### src/rtl/int_seq_if.sv
// -----------------------------------------------------------------------------
// int_seq_if
// Bundles the signals that int_seq exchanges with its neighbours:
//   - peripheral data bus : din, addr, we (in)   / dout (out)
//   - interrupt controller: int_vld, int_num (in) / int_rdy (out)
//   - processor core      : irq_ack, reti (in)   / irq_req, irq_vec (out)
// modport slave  : the sequencer's view (int_seq).
// modport master : the environment's view (controller, core, bus master).
// Parameters DW/AW must match the ones given to int_seq.
// -----------------------------------------------------------------------------
interface int_seq_if #(
   parameter int DW = 16,
   parameter int AW = 13
) ();

   logic [DW-1:0] din;
   logic [AW-1:0] addr;
   logic          we;
   logic [DW-1:0] dout;
   logic          int_vld;
   logic [2:0]    int_num;
   logic          int_rdy;
   logic          irq_req;
   logic [AW-1:0] irq_vec;
   logic          irq_ack;
   logic          reti;

   modport master (
      output din, addr, we, int_vld, int_num, irq_ack, reti,
      input  dout, int_rdy, irq_req, irq_vec
   );

   modport slave (
      input  din, addr, we, int_vld, int_num, irq_ack, reti,
      output dout, int_rdy, irq_req, irq_vec
   );

endinterface

### src/rtl/int_seq.sv
// -----------------------------------------------------------------------------
// int_seq
// Interrupt entry sequencer. Takes one interrupt at a time from the interrupt
// controller (int_vld/int_num, acknowledged through int_rdy), raises a
// vectored request to the core and then refuses further interrupts until the
// handler has returned (reti) and a programmable guard gap has elapsed.
// A software interrupt can be posted through the SWI register; a hardware
// interrupt always wins when both are available in IDLE.
//
// Ports:
//   clk  : clock
//   rst  : synchronous reset, active low
//   bus  : int_seq_if.slave (bus, controller and core handshakes)
//
// Register map (word addresses):
//   0 CTRL  : [0] en, [15:8] gap
//   1 VBASE : [AW-1:0] vector base
//   2 STAT  : [1:0] state, [4:2] cur_num, [5] sw_pend, [15:8] irq_cnt
//             (read-only; any write clears irq_cnt)
//   3 SWI   : write posts a software interrupt with number din[2:0]
//   other   : read 0, writes ignored
// -----------------------------------------------------------------------------
module int_seq #(
   parameter int DW = 16,
   parameter int AW = 13
) (
   input  logic    clk,
   input  logic    rst,
   int_seq_if.slave bus
);

   // State codes are the values software reads back in STAT[1:0].
   typedef enum logic [1:0] {
      IDLE = 2'd0,
      REQ  = 2'd1,
      ACT  = 2'd2,
      GAP  = 2'd3
   } state_t;

   localparam logic [AW-1:0] A_CTRL  = AW'(2'd0);
   localparam logic [AW-1:0] A_VBASE = AW'(2'd1);
   localparam logic [AW-1:0] A_STAT  = AW'(2'd2);
   localparam logic [AW-1:0] A_SWI   = AW'(2'd3);

   state_t        state;
   logic          en;
   logic [7:0]    gap;
   logic [7:0]    gap_cnt;
   logic [7:0]    irq_cnt;
   logic [AW-1:0] vbase;
   logic          sw_pend;
   logic [2:0]    sw_num;
   logic [2:0]    cur_num;
   logic          irq_req;
   logic [AW-1:0] irq_vec;
   logic [DW-1:0] dout;
   logic [DW-1:0] rd_data;

   // Handler address: four words per vector, wrapping within AW bits.
   function automatic logic [AW-1:0] vec_of(input logic [AW-1:0] base,
                                            input logic [2:0]    num);
      vec_of = base + {{(AW-5){1'b0}}, num, 2'b00};
   endfunction

   // Read multiplexer; the value is captured into dout on the next edge.
   always_comb begin
      rd_data = {DW{1'b0}};
      case (bus.addr)
         A_CTRL: begin
            rd_data[0]    = en;
            rd_data[15:8] = gap;
         end
         A_VBASE: begin
            rd_data[AW-1:0] = vbase;
         end
         A_STAT: begin
            rd_data[1:0]  = state;
            rd_data[4:2]  = cur_num;
            rd_data[5]    = sw_pend;
            rd_data[15:8] = irq_cnt;
         end
         default: begin
            rd_data = {DW{1'b0}};
         end
      endcase
   end

   // Sequencer FSM, register file and registered outputs.
   // The FSM acts on the register values from before this edge (so a CTRL
   // write racing an accept uses the old en, and a reti racing a CTRL write
   // uses the old gap). Bus writes are applied afterwards so that a STAT
   // write beats the irq_cnt increment and a SWI write re-arms sw_pend even
   // when the pending software request is being taken in the same cycle.
   always_ff @(posedge clk) begin
      if (!rst) begin
         state   <= IDLE;
         en      <= 1'b0;
         gap     <= 8'd0;
         gap_cnt <= 8'd0;
         irq_cnt <= 8'd0;
         vbase   <= {AW{1'b0}};
         sw_pend <= 1'b0;
         sw_num  <= 3'd0;
         cur_num <= 3'd0;
         irq_req <= 1'b0;
         irq_vec <= {AW{1'b0}};
         dout    <= {DW{1'b0}};
      end else begin
         if (!bus.we) begin
            dout <= rd_data;
         end

         case (state)
            IDLE: begin
               if (en && bus.int_vld) begin
                  cur_num <= bus.int_num;
                  irq_vec <= vec_of(vbase, bus.int_num);
                  irq_req <= 1'b1;
                  state   <= REQ;
               end else if (en && sw_pend) begin
                  cur_num <= sw_num;
                  irq_vec <= vec_of(vbase, sw_num);
                  irq_req <= 1'b1;
                  sw_pend <= 1'b0;
                  state   <= REQ;
               end
            end
            REQ: begin
               if (bus.irq_ack) begin
                  irq_req <= 1'b0;
                  irq_cnt <= irq_cnt + 8'd1;
                  state   <= ACT;
               end
            end
            ACT: begin
               if (bus.reti) begin
                  if (gap == 8'd0) begin
                     state <= IDLE;
                  end else begin
                     gap_cnt <= gap;
                     state   <= GAP;
                  end
               end
            end
            GAP: begin
               // Leaving on a count of 1 keeps the state in GAP for exactly
               // gap cycles; <= also covers a count that was never loaded.
               gap_cnt <= gap_cnt - 8'd1;
               if (gap_cnt <= 8'd1) begin
                  state <= IDLE;
               end
            end
            default: begin
               state <= IDLE;
            end
         endcase

         if (bus.we) begin
            case (bus.addr)
               A_CTRL: begin
                  en  <= bus.din[0];
                  gap <= bus.din[15:8];
               end
               A_VBASE: begin
                  vbase <= bus.din[AW-1:0];
               end
               A_STAT: begin
                  irq_cnt <= 8'd0;
               end
               A_SWI: begin
                  sw_pend <= 1'b1;
                  sw_num  <= bus.din[2:0];
               end
               default: begin
               end
            endcase
         end
      end
   end

   // int_rdy is a pure function of registers, so it never depends on inputs.
   assign bus.int_rdy = en & (state == IDLE);
   assign bus.irq_req = irq_req;
   assign bus.irq_vec = irq_vec;
   assign bus.dout    = dout;

endmodule

### src/flat_wrapper.sv
// flat-port wrapper written by rule: the top's interface ports become plain ports
module int_seq_flat 
#(
   parameter int DW = 16,
   parameter int AW = 13
)
  (clk, rst, bus_din, bus_addr, bus_we, bus_int_vld, bus_int_num, bus_irq_ack, bus_reti, bus_dout, bus_int_rdy, bus_irq_req, bus_irq_vec);
  int_seq_if #(.DW(DW), .AW(AW)) bus_i ();
  input  logic clk;
  input  logic rst;
  input wire logic [$bits(bus_i.din)-1:0] bus_din;
  input wire logic [$bits(bus_i.addr)-1:0] bus_addr;
  input wire logic [$bits(bus_i.we)-1:0] bus_we;
  input wire logic [$bits(bus_i.int_vld)-1:0] bus_int_vld;
  input wire logic [$bits(bus_i.int_num)-1:0] bus_int_num;
  input wire logic [$bits(bus_i.irq_ack)-1:0] bus_irq_ack;
  input wire logic [$bits(bus_i.reti)-1:0] bus_reti;
  output wire logic [$bits(bus_i.dout)-1:0] bus_dout;
  output wire logic [$bits(bus_i.int_rdy)-1:0] bus_int_rdy;
  output wire logic [$bits(bus_i.irq_req)-1:0] bus_irq_req;
  output wire logic [$bits(bus_i.irq_vec)-1:0] bus_irq_vec;
  assign bus_i.din = bus_din;
  assign bus_i.addr = bus_addr;
  assign bus_i.we = bus_we;
  assign bus_i.int_vld = bus_int_vld;
  assign bus_i.int_num = bus_int_num;
  assign bus_i.irq_ack = bus_irq_ack;
  assign bus_i.reti = bus_reti;
  assign bus_dout = bus_i.dout;
  assign bus_int_rdy = bus_i.int_rdy;
  assign bus_irq_req = bus_i.irq_req;
  assign bus_irq_vec = bus_i.irq_vec;
  int_seq #(.DW(DW), .AW(AW)) u_core (.clk(clk), .rst(rst), .bus(bus_i));
endmodule
### config.mk
export PLATFORM = sky130hd
export DESIGN_NAME = int_seq_flat
export DESIGN_NICKNAME = d
export VERILOG_FILES = /design/src/rtl/int_seq_if.sv /design/src/rtl/int_seq.sv /design/src/flat_wrapper.sv
export SDC_FILE = /design/constraint.sdc
export NUM_CORES = 1
export LEC_CHECK = 0
export ABC_AREA = 0
export BUFFER_PORTS_ARGS = -buffer_cell sky130_fd_sc_hd__buf_2
export CORE_UTILIZATION = 35
export DETAILED_ROUTE_END_ITERATION = 16
export SETUP_SLACK_MARGIN = 0.5
export SLEW_MARGIN = 40
export SYNTH_ARGS = -nofsm -noshare
export SYNTH_HDL_FRONTEND = slang
export SYNTH_SLANG_ARGS = --single-unit
### constraint.sdc
create_clock -name clk -period 2.29 [get_ports clk]
set_clock_uncertainty 0.05 [all_clocks]
set_input_delay 0 -clock clk [delete_from_list [all_inputs] [get_ports clk]]
set_output_delay 0 -clock clk [all_outputs]
set_load 0.005 [all_outputs]
==> flow_summary_export.csv <==
group,metric,value,unit
detailed_routing,drt_pass1_iterations,4,
synthesis,yosysMostFrequentCell,"dfxtp_1",
run,drv_cap,0,
synthesis,synthCells,401,
floorplan,io_pins,69,
global_routing,grt_pass1_vias,3193,
power_and_ir_drop,p_per_area,543,nW/um^2
run_status,outcome,"complete, but fails checks",
floorplan,dieArea,10800,sq um
detailed_routing,drcViolationCount,0,
global_routing,grt_max_degree,18,
synthesis,synth_edf_count,0,
setup_path,cp-end-kind,"flop",
global_routing,antenna_found_initial,0,
sta,setup_tns,0,ns
synthesis,synth-seq-area-share,42.3,%
floorplan,initial_core_util,36.8,%
detailed_routing,drt_wl_total,10100,um
synthesis,ys.flop_type,"dfxtp_1",
synthesis,ys_top_cells_by_count,"dfxtp_1, nand2_1, nor2_1, mux2i_1, a21oi_1",
clocking,tritoncts,"built",
placed_design,port_buffers,68,
floorplan,core_area,9910,sq um
detailed_routing,via_per_inst,5.29,
clocking,clk_latency,0.37,ns
detailed_routing,drt-wirelength-per-cell,16.0,um
clocking,cts_buffers,9,
synthesis,netlist_top_cells_area,"dfxtp_1, mux2i_1, nand2_1",
clocking,clk_pin_slew,0.08,ns
synthesis,yosysTopAreaCellShare,42.3,%
cells_and_area,area_delta_synth_final,27.6,%
power_and_ir_drop,peakVddDrop,0.000225,V
synthesis,synth_fp_nets,446,
placed_design,place_ws,0.212,ns
placed_design,dp_hpwl,7260,um
floorplan,die-height,104,um
sta,clock.fmax,483,MHz
sta,min_period,2.07,ns
sta,hold_slack,-0.0168,ns
cells_and_area,drive_gt1_share,25.5,%
synthesis,synth_top_area_cell,"dfxtp_1",
sta,timing.slew.headroom,47.1,%
setup_path,cp_data_required_time,2.49,ns
cells_and_area,diodes,0,
detailed_routing,vias,3356,
sta,worstMarginPinSlew,0.790,ns
cells_and_area,final_nets,541,
synthesis,synth_cell_type_count,64,
synthesis,synth-seq-cells,77,
synthesis,synthesis.area_per_instance,9.09,sq um
setup_path,cp-start-kind,"flop",
sta,slew_violations,0,
sta,period_share,90.4,%
floorplan,die_w,104,um
sta,setup_violations,0,
global_routing,grtUsageTotal,19.4,%
floorplan,rows,36,
global_routing,grt_first_pass_wirelength,16500,um
power_and_ir_drop,leakagePower,1.80,nW
synthesis,yosys_warnings,0,
clocking,cts_buffer_depth,2,
power_and_ir_drop,p_total,0.00252,W
global_routing,overflow,0,
sta,hold_viol,1,
sta,fin_ws,0.220,ns
setup_path,criticalPathCategory,"flop to flop",
hold_path,hp-class,"primary input to flop",
setup_path,cp_max_fo,4,
setup_path,cp_data_arrival_time,2.27,ns
clocking,clkSinkCount,77,
cells_and_area,fin_util,46.9,%
synthesis,synth_area,3640,sq um
run_status,violations,"negative hold slack",
detailed_routing,ant_nets,0,
clocking,htreeDepth,3,
placed_design,gp_congestion,0.862,
clocking,cts-root-buf,"clkbuf_8",
sta,rsz0062_at_grt,"yes",
detailed_routing,initialDrtViolationCount,129,
synthesis,synthArstFlopShare,0,%
[worst max-delay path, stage by stage, from the launching register on]
cell	delay (ns)
dfxtp_4	0.36
nand2_4	0.06
mux2_4	0.32
ha_4	0.17
fa_2	0.38
a21o_4	0.24
nand4_1	0.12
xor2_1	0.17
a211oi_1	0.09
[flip-flops by register name (all words and copies together) (netlist names), 3 cells and up]
name	count
u_core.bus.dout	16
u_core.bus.irq_vec	13
u_core.vbase	13
u_core.gap	8
u_core.gap_cnt	8
u_core.irq_cnt	8
u_core.cur_num	3
u_core.sw_num	3
[repair_timing]
action | in CTS | in global routing
hold endpoints to repair | 30 | 0
resized for setup | 4 | 3
pin swaps | 7 | 7
setup endpoints to repair | 17 | 16
setup buffers | 6 | 3
cloned | 1 | 0
hold buffers | 19 | 0
[cells by family after synthesis]
group	synth area share, %
buffers and inverters	3.95
AOI/OAI and AO/OA	18.5
xor gates and xnor gates	3.13
DFF	42.3
adders and majority gates	2.61
muxes	9.17
and+or+nand+nor	20.4
[cells in the final DEF (no fill, tap or decap), types with 4 or more instances in the layout]
cell           instances
nand3_1               12
nor3_1                 5
buf_2                 68
o22ai_1                5
xnor2_1                9
a22oi_1                6
clkbuf_8               9
xor2_1                 4
dlygate4sd3_1         19
nor2_1                40
o41ai_1                4
nand4_1                4
inv_1                  6
o21ai_0               19
buf_4                 15
mux2i_1               30
a21oi_1               24
o21ai_1               11
a22o_1                 6
dfxtp_1               76
nand2_1               45
[worst paths after layout]
| check | from | depth (start not counted) | slack [ns] | end |
|---|---|---|---|---|
| max | u_core.en | 8 | 0.22 | u_core.bus.irq_vec[8] |
| min | bus_int_vld | 3 | -0.02 | u_core.sw_pend |
| max reg2reg | u_core.en | 8 | 0.22 | u_core.bus.irq_vec[8] |
| min reg2reg | u_core.bus.dout[15] | 2 | 0.40 | u_core.bus.dout[15] |
[power breakdown]
| part | switching [W] | internal (W) | total (W) | leakage (nW) |
|---|---|---|---|---|
| logic | 0.0000793 | 0.0000621 | 0.000141 | 1.08 |
| clock network | 0.000538 | 0.000509 | 0.00105 | 0.100 |
| registers | 0.0000000405 | 0.00134 | 0.00134 | 0.621 |
[area by class of cell]
cell class / instances / area (sq um)
clock buffers: 9 / 124
well taps: 133 / 166
repair buffers: 103 / 663
inverters: 6 / 22.5
fillers: 985 / 5260
multi-input cells: 299 / 2050
clock inverters: 7 / 73.8
flip-flops and latches: 77 / 1550
[per-stage QoR]
| stage | cells | instance area (sq um) |
|---|---|---|
| 2_1_floorplan | 401 | 3710 |
| 3_3_place_gp | 589 | 4150 |
| 3_5_place_dp | 589 | 4150 |
| 4_1_cts | 631 | 4600 |
| 5_1_grt | 634 | 4650 |
| 6_report | 634 | 4650 |
[metal layers]
layer | share of wire [%] | routed length, um | vias to the layer above | GRT usage, %
li1 | - | - | 1649 | -
met3 | 5.5 | 554 | 14 | 3.88
met1 | 48 | 4890 | 1589 | 26.8
met2 | 44 | 4480 | 104 | 29.5
met4 | 2.0 | 203 | 0 | 7.45
met5 | 0 | 0 | - | 0
No activity file was read; power rests on OpenSTA's default activity.
